[src/rtl/stack_pkg.sv]
// Shared defaults and size helpers for the data and return stacks.
package stack_pkg;

    localparam int unsigned DEF_WIDTH = 16;
    localparam int unsigned DEF_DEPTH = 16;

    // TOS and NEXT live in registers, so the RAM holds the rest.
    function automatic int unsigned spill_size(input int unsigned depth);
        return depth - 2;
    endfunction

    // Pointer width needed to address n spill words (at least 1 bit).
    function automatic int unsigned ptr_width(input int unsigned n);
        int unsigned w;
        w = 1;
        while ((1 << w) < n) begin
            w = w + 1;
        end
        return w;
    endfunction

    localparam int unsigned DEF_SPILL = spill_size(DEF_DEPTH);
    localparam int unsigned DEF_PTR_W = ptr_width(DEF_SPILL);

endpackage

[src/rtl/stack_ram.sv]
// Spill RAM: synchronous write, asynchronous read. Shared with the return stack.
module stack_ram #(
    parameter int unsigned WIDTH = 16,
    parameter int unsigned WORDS = 14,
    parameter int unsigned PTR_W = 4
) (
    input  logic             clk,
    input  logic             we,
    input  logic [PTR_W-1:0] waddr,
    input  logic [WIDTH-1:0] wdata,
    input  logic [PTR_W-1:0] raddr,
    output logic [WIDTH-1:0] rdata
);

    logic [WIDTH-1:0] mem [WORDS];

    // Write port; contents are deliberately not reset.
    always_ff @(posedge clk) begin
        if (we) begin
            mem[waddr] <= wdata;
        end
    end

    assign rdata = mem[raddr];

endmodule

[src/rtl/data_stack.sv]
// Data stack: TOS/NEXT registers plus a spill RAM addressed by a wrapping pointer.
// Optional macro DSTACK_GUARD_EN: suppresses push-on-full / pop-on-empty and
// raises sticky ovf/unf flags. Without it those operations proceed and flags stay 0.
module data_stack
    import stack_pkg::*;
#(
    parameter int unsigned WIDTH = DEF_WIDTH,
    parameter int unsigned DEPTH = DEF_DEPTH,
    parameter int unsigned PTR_W = DEF_PTR_W
) (
    input  logic             clk,
    input  logic             rst,
    input  logic             data_push,
    input  logic             data_pop,
    input  logic             dw_tos,
    input  logic             dw_next,
    input  logic [WIDTH-1:0] tos_in,
    input  logic [WIDTH-1:0] next_in,
    output logic [WIDTH-1:0] tos,
    output logic [WIDTH-1:0] next,
    output logic             tos_or,
    output logic [PTR_W+1:0] depth,
    output logic             empty,
    output logic             full,
    input  logic             err_clr,
    output logic             ovf,
    output logic             unf
);

    localparam int unsigned SPILL = spill_size(DEPTH);
    localparam int unsigned DW    = PTR_W + 2;

    localparam logic [PTR_W-1:0] SP_MAX    = PTR_W'(SPILL - 1);
    localparam logic [PTR_W-1:0] SP_ONE    = PTR_W'(1);
    localparam logic [DW-1:0]    DEPTH_MAX = DW'(DEPTH);
    localparam logic [DW-1:0]    D_ONE     = DW'(1);
    localparam logic [DW-1:0]    D_TWO     = DW'(2);

    logic [WIDTH-1:0] tos_q, tos_d;
    logic [WIDTH-1:0] next_q, next_d;
    logic [PTR_W-1:0] sp_q, sp_d;
    logic [DW-1:0]    depth_q, depth_d;
    logic             ovf_q, ovf_d;
    logic             unf_q, unf_d;

    logic             push_op, pop_op;
    logic             ovf_evt, unf_evt;
    logic             is_empty, is_full;
    logic [PTR_W-1:0] sp_inc, sp_dec;
    logic             ram_we;
    logic [WIDTH-1:0] ram_rdata;

    assign is_empty = (depth_q == '0);
    assign is_full  = (depth_q == DEPTH_MAX);

    // Push and pop together is illegal and degrades to a plain register write.
    assign push_op = data_push & ~data_pop;
    assign pop_op  = data_pop & ~data_push;

`ifdef DSTACK_GUARD_EN
    assign ovf_evt = push_op & is_full;
    assign unf_evt = pop_op & is_empty;
`else
    assign ovf_evt = 1'b0;
    assign unf_evt = 1'b0;
`endif

    // Pointer arithmetic modulo the spill size, which need not be a power of two.
    assign sp_inc = (sp_q == SP_MAX) ? '0 : sp_q + SP_ONE;
    assign sp_dec = (sp_q == '0) ? SP_MAX : sp_q - SP_ONE;

    stack_ram #(
        .WIDTH (WIDTH),
        .WORDS (SPILL),
        .PTR_W (PTR_W)
    ) u_ram (
        .clk   (clk),
        .we    (ram_we),
        .waddr (sp_q),
        .wdata (next_q),
        .raddr (sp_dec),
        .rdata (ram_rdata)
    );

    // Next-state for the stack registers, pointer, depth and sticky flags.
    always_comb begin
        tos_d   = tos_q;
        next_d  = next_q;
        sp_d    = sp_q;
        depth_d = depth_q;
        ram_we  = 1'b0;

        if (ovf_evt || unf_evt) begin
            // Guarded error: the whole operation is dropped, strobes included.
        end else if (push_op) begin
            if (depth_q >= D_TWO) begin
                ram_we = 1'b1;
                sp_d   = sp_inc;
            end
            next_d  = dw_next ? next_in : tos_q;
            tos_d   = dw_tos ? tos_in : tos_q;
            depth_d = is_full ? depth_q : depth_q + D_ONE;
        end else if (pop_op) begin
            if (depth_q > D_TWO) begin
                sp_d = sp_dec;
            end
            next_d  = dw_next ? next_in : ram_rdata;
            tos_d   = dw_tos ? tos_in : next_q;
            depth_d = is_empty ? depth_q : depth_q - D_ONE;
        end else begin
            if (dw_tos) begin
                tos_d = tos_in;
            end
            if (dw_next) begin
                next_d = next_in;
            end
        end

        // A new error in the same cycle as err_clr wins.
        ovf_d = (ovf_q & ~err_clr) | ovf_evt;
        unf_d = (unf_q & ~err_clr) | unf_evt;
    end

    // State registers with synchronous reset; RAM contents are left alone.
    always_ff @(posedge clk) begin
        if (rst) begin
            tos_q   <= '0;
            next_q  <= '0;
            sp_q    <= '0;
            depth_q <= '0;
            ovf_q   <= 1'b0;
            unf_q   <= 1'b0;
        end else begin
            tos_q   <= tos_d;
            next_q  <= next_d;
            sp_q    <= sp_d;
            depth_q <= depth_d;
            ovf_q   <= ovf_d;
            unf_q   <= unf_d;
        end
    end

    assign tos    = tos_q;
    assign next   = next_q;
    assign tos_or = |tos_q;
    assign depth  = depth_q;
    assign empty  = is_empty;
    assign full   = is_full;
    assign ovf    = ovf_q;
    assign unf    = unf_q;

endmodule

[config.mk]
export PLATFORM = sky130hd
export DESIGN_NAME = data_stack
export DESIGN_NICKNAME = d
export VERILOG_FILES = /design/src/rtl/stack_pkg.sv /design/src/rtl/stack_ram.sv /design/src/rtl/data_stack.sv
export SDC_FILE = /design/constraint.sdc
export NUM_CORES = 1
export LEC_CHECK = 0
export CORE_UTILIZATION = 58
export CTS_BUF_LIST = sky130_fd_sc_hd__clkbuf_8
export CTS_CLUSTER_DIAMETER = 60
export DETAILED_ROUTE_END_ITERATION = 8
export PLACE_DENSITY_LB_ADDON = 0.08
export SYNTH_ARGS = -nofsm -noshare
export SYNTH_HDL_FRONTEND = slang
export SYNTH_HIERARCHICAL = 1
export SYNTH_SLANG_ARGS = --single-unit
[constraint.sdc]
create_clock -name clk -period 5.7 [get_ports clk]
set_clock_uncertainty 0.2 [all_clocks]
set_input_delay 1.425 -clock clk [delete_from_list [all_inputs] [get_ports clk]]
set_output_delay 1.425 -clock clk [all_outputs]
set_load 0.1 [all_outputs]
After elaboration in Yosys (flattened, before gate mapping)
Memory sizes are Yosys's and may differ from the RTL's.
Index checks and enable logic that the tools add are counted.

word-level totals
  register bits = 44
  RAM bits = 224
  bits of input ports = 39
  memories kept = 1

operators by class
  add/sub/neg operators = 4
  $lt $le $gt $ge = 2
  eq/ne operators = 5
  multiplexer cells = 23
  bitwise operators = 7
  reductions and logical operators = 8

memory list
  memory     depth  bits a word  rd ports  clocked after memory_dff  wr ports  RTL line         source
  u_ram.mem  14     16           1         0                         1         stack_ram.sv:15  logic [WIDTH-1:0] mem [WORDS];

operators with widths
  kind                 number
  $mux 16              9
  $mux 4               6
  $mux 6               4
  $reduce_or 16->1     1
  $add 6x1->6 const B  1
  $eq 6x5->1 const B   1
  $ge 6x2->1 const B   1
  $gt 6x2->1 const B   1
  $logic_not 6->1      1
  $reduce_and 3->1     2
  $sub 6x1->6 const B  1
  $add 4x1->4 const B  1
  $and 1x1->1          4
  $eq 4x4->1 const B   1
  $logic_not 4->1      1
  $mux 1               4
  $ne 2x2->1 const B   2
  $reduce_bool 2->1    2
  $sub 4x1->4 const B  1
  $not 1->1            3
  $reduce_bool 3->1    1
  $ne 2x1->1 const B   1

Depth between registers and ports, before layout
An unclocked memory read counts as a cell.

  word-level depth = 6
  gate-level depth with buffers = 13
  depth with buffers taken out = 10

Hierarchy
The synthesis kept the hierarchy.

by module, submodules not included
  module      instances  cells an instance  area each (um^2)  sequential area each (um^2)
  stack_ram   1          379                8600.7            6726.5
  data_stack  1          307                2342.2            880.8

Least setup slack after synthesis
No wires, ideal clock.

  kind = flip-flop to output port
  start point = reg depth_q[1] (netlist: depth[1])
  end point = out full
  arrival time = 3.649 ns
  required time = 4.075 ns
  slack = 0.426 ns
  cell stages (with the launch flop) = 3
  buffers on the path = 0
  cell sequence = dfxtp_1 > or4_4 > nor3b_1

between the ends
  longest elaborated chain between the ends = 1

ends and longest elaborated chain
  element                   RTL line           source
  start: declaration        data_stack.sv:42   logic [DW-1:0] depth_q, depth_d;
  start signal: assignment  data_stack.sv:137  depth_q <= depth_d;
  $eq 6x5->1                data_stack.sv:54   assign is_full = (depth_q == DEPTH_MAX);
  end: declaration          data_stack.sv:24   output logic full,

No other way between the ends.

Worst setup path after layout
Ends and elaborated chain as after synthesis.

==> reports/metrics.cfg <==
[status]
outcome=complete, no violations

[finish]
syn_to_final_growth_pct=17.76
antenna_cells=0
nNetsFinal=845
final_cells=1060
nFillCells=1162
design_area_sq_um=12890
drive_gt1_frac=0.1865

[cts]
htreeDepth=2
clockRootBuffer=clkbuf_8
ctsResizeCount=0
clkSinkCount=268
cts_buffers=43
ctsHoldBuffers=0
worstSkewPairLatency_ns=0.54
clk_path_buf_depth=3
path_clk_slew_ns=0.06
post_cts_buffers=0
cts_tree=yes

[worst_setup_path]
slowest_stage=clkdlybuf4s50_1
critPathArrivalTime_ns=2.93
cp_slowest_stage_delay_ns=1.17
criticalPathCategory=reg -> out
cp-end-kind=output pin
path_buf_inv=1
path_delay_family=buffers and inverters
startpoint_type=flop
crit_required_ns=4.07
cp_max_fo=6
worstPathCellList=or4_4 > nor3b_1 > clkdlybuf4s50_1

[die]
pin_count=82
start_util=0.6010
die_w_microns=139.4
die_area_sq_um=19420
die_y_microns=139.4
core-area_sq_um=18210
rows=49

[placed_design]
io_buffers=81
placed_area_sq_um=12080
place_hpwl_mm=16.62
place.gp.congestion=0.8613
dp_cells=983
dpl_worst_slack_ns=0.8048

[power]
irDropWorstVdd_v=0.0004557
powerDensity_nw_per_um2=505.5
power_leakage_nw=4.559

[detailed_routing]
via_count=6672
wire_per_inst_microns=24.55
top_layer=met4
ant_nets=0
wirelength_mm=26.02
drc_errors=0
drt-met1-wl_mm=10.64
routed-wl-met3_mm=1.980
routed-wl-met2_mm=12.87
drt_iter0_markers=657
viasPerCell=6.294
drt-pass1-iter-count=5

[timing]
fmax_mhz=219.6
rsz0062_at_grt=no
hold_slack_ns=0.2729
fin_crit_ns=4.554
tns_ns=0
fin_ws_ns=1.146
slew_headroom=0.2598
fin_crit_sh=0.7990
final-hold-violation-count=0
tightestPinTransition_ns=1.107
drv_slew=0
setup_viol=0

[yosys]
synth.most_common_cell=edfxtp_1
ys_top_cells_by_area=edfxtp_1 61%, dfxtp_1 8.0%, mux4_2 8.0%
ys_warn_count=6
synth-main-ff-cell=edfxtp_1
synth_fp_nets=732
synth.avg_cell_area_sq_um=15.95
synthArstFlopShare=0
yosysUniqueCellTypes=46
synth_edf_count=224
syn-cell-area_sq_um=10940
ys_ff_latch=268
synth_top_cell_area_share=0.6147
syn_inst=686
seq_area_frac_synth=0.6952
netlist_top_cells_count=224 x edfxtp_1, 82 x nor2_1, 58 x a21oi_1, 44 x dfxtp_1, 39 x mux4_2
synth_top_area_cell=edfxtp_1

[global_route]
first_global_vias=6568
antenna_found_initial=0
grt_first_pass_wirelength_mm=39.07
grtUsageTotal=0.2747
grt_overflow=0
grt_max_degree=46

[worst_hold_path]
worstHoldPathType=reg -> reg

[job]
cap_violations=0

-- state kept, by name (all words and copies together) (netlist names) --
signal     flops
depth          6
next          16
ovf            1
sp_q           4
tos           16
u_ram/mem    224
unf            1
-- metal layers --
metal  global-route usage  up-vias
li1                     -     2933
met1               0.3835     3381
met2               0.4446      308
met3              0.05231       50
met4              0.08129        0
met5                    0        -
-- worst paths after layout --
| check | startpoint | to | slack, ns | cells past startpoint |
|---|---|---|---|---|
| worst max-delay path | depth[1]$_SDFFE_PP0P_ | full | 1.15 | 3 |
| worst min register to register | ovf$_SDFF_PP0_ | ovf$_SDFF_PP0_ | 0.27 | 1 |
| worst min-delay path | ovf$_SDFF_PP0_ | ovf$_SDFF_PP0_ | 0.27 | 1 |
| worst max register to register | sp_q[0]$_SDFFE_PP0P_ | next[15]$_SDFFE_PP0P_ | 2.01 | 11 |
-- placed cells by master (no fill, tap or decap), types with 3 or more instances in the layout --
master / instances
inv_1: 18
a21oi_1: 58
xnor2_1: 3
mux2_2: 16
nor3_2: 4
nand2_1: 8
nor3_1: 21
a21o_1: 3
o21ai_0: 10
nor2_1: 82
mux2i_1: 33
ha_1: 6
nand2b_1: 4
clkbuf_8: 44
clkinv_2: 10
o211ai_1: 3
clkdlybuf4s50_1: 81
nor4_1: 5
a211oi_1: 4
dfxtp_1: 44
clkinv_1: 5
mux4_2: 39
o22ai_1: 31
mux4_1: 9
edfxtp_1: 224
nor3b_1: 4
buf_4: 33
-- cell families (layout without fill, tap and decap cells) --
group           count (synthesis)  in the layout  share of synthesized area
fa+ha+maj                       7              7                   0.008690
compound gates                114            114                    0.05957
buf+inv                        50            195                    0.02218
mux                            98             98                     0.1496
simple gates                  144            144                    0.06083
flops                         268            268                     0.6952
xor+xnor                        5              5                   0.004003
-- where the power goes --
part | total (mW) | switching (mW) | internal [mW]
sequential | 2.42 | 0.151 | 2.27
clock | 1.54 | 0.730 | 0.813
combinational | 2.55 | 1.59 | 0.955
-- metrics by stage --
step / total power [mW] / utilization
2_1_floorplan: 4.259 / -
3_3_place_gp: 4.940 / 0.6636
3_5_place_dp: 4.985 / 0.6636
4_1_cts: 6.520 / 0.7077
5_1_grt: 6.765 / 0.7077
6_report: 6.514 / 0.7077
-- final cells by class --
type,instances,area [sq um],area share
Clock buffer,44,605.6,0.04699
Clock inverter,33,196.4,0.01524
Inverter,4,16.27,0.001262
Multi-Input combinational cell,368,3115,0.2418
Sequential cell,268,7607,0.5903
Tap cell,229,286.5,0.02224
Timing Repair Buffer,114,1059,0.08214
Note: power is estimated with default switching activity, not from simulation.
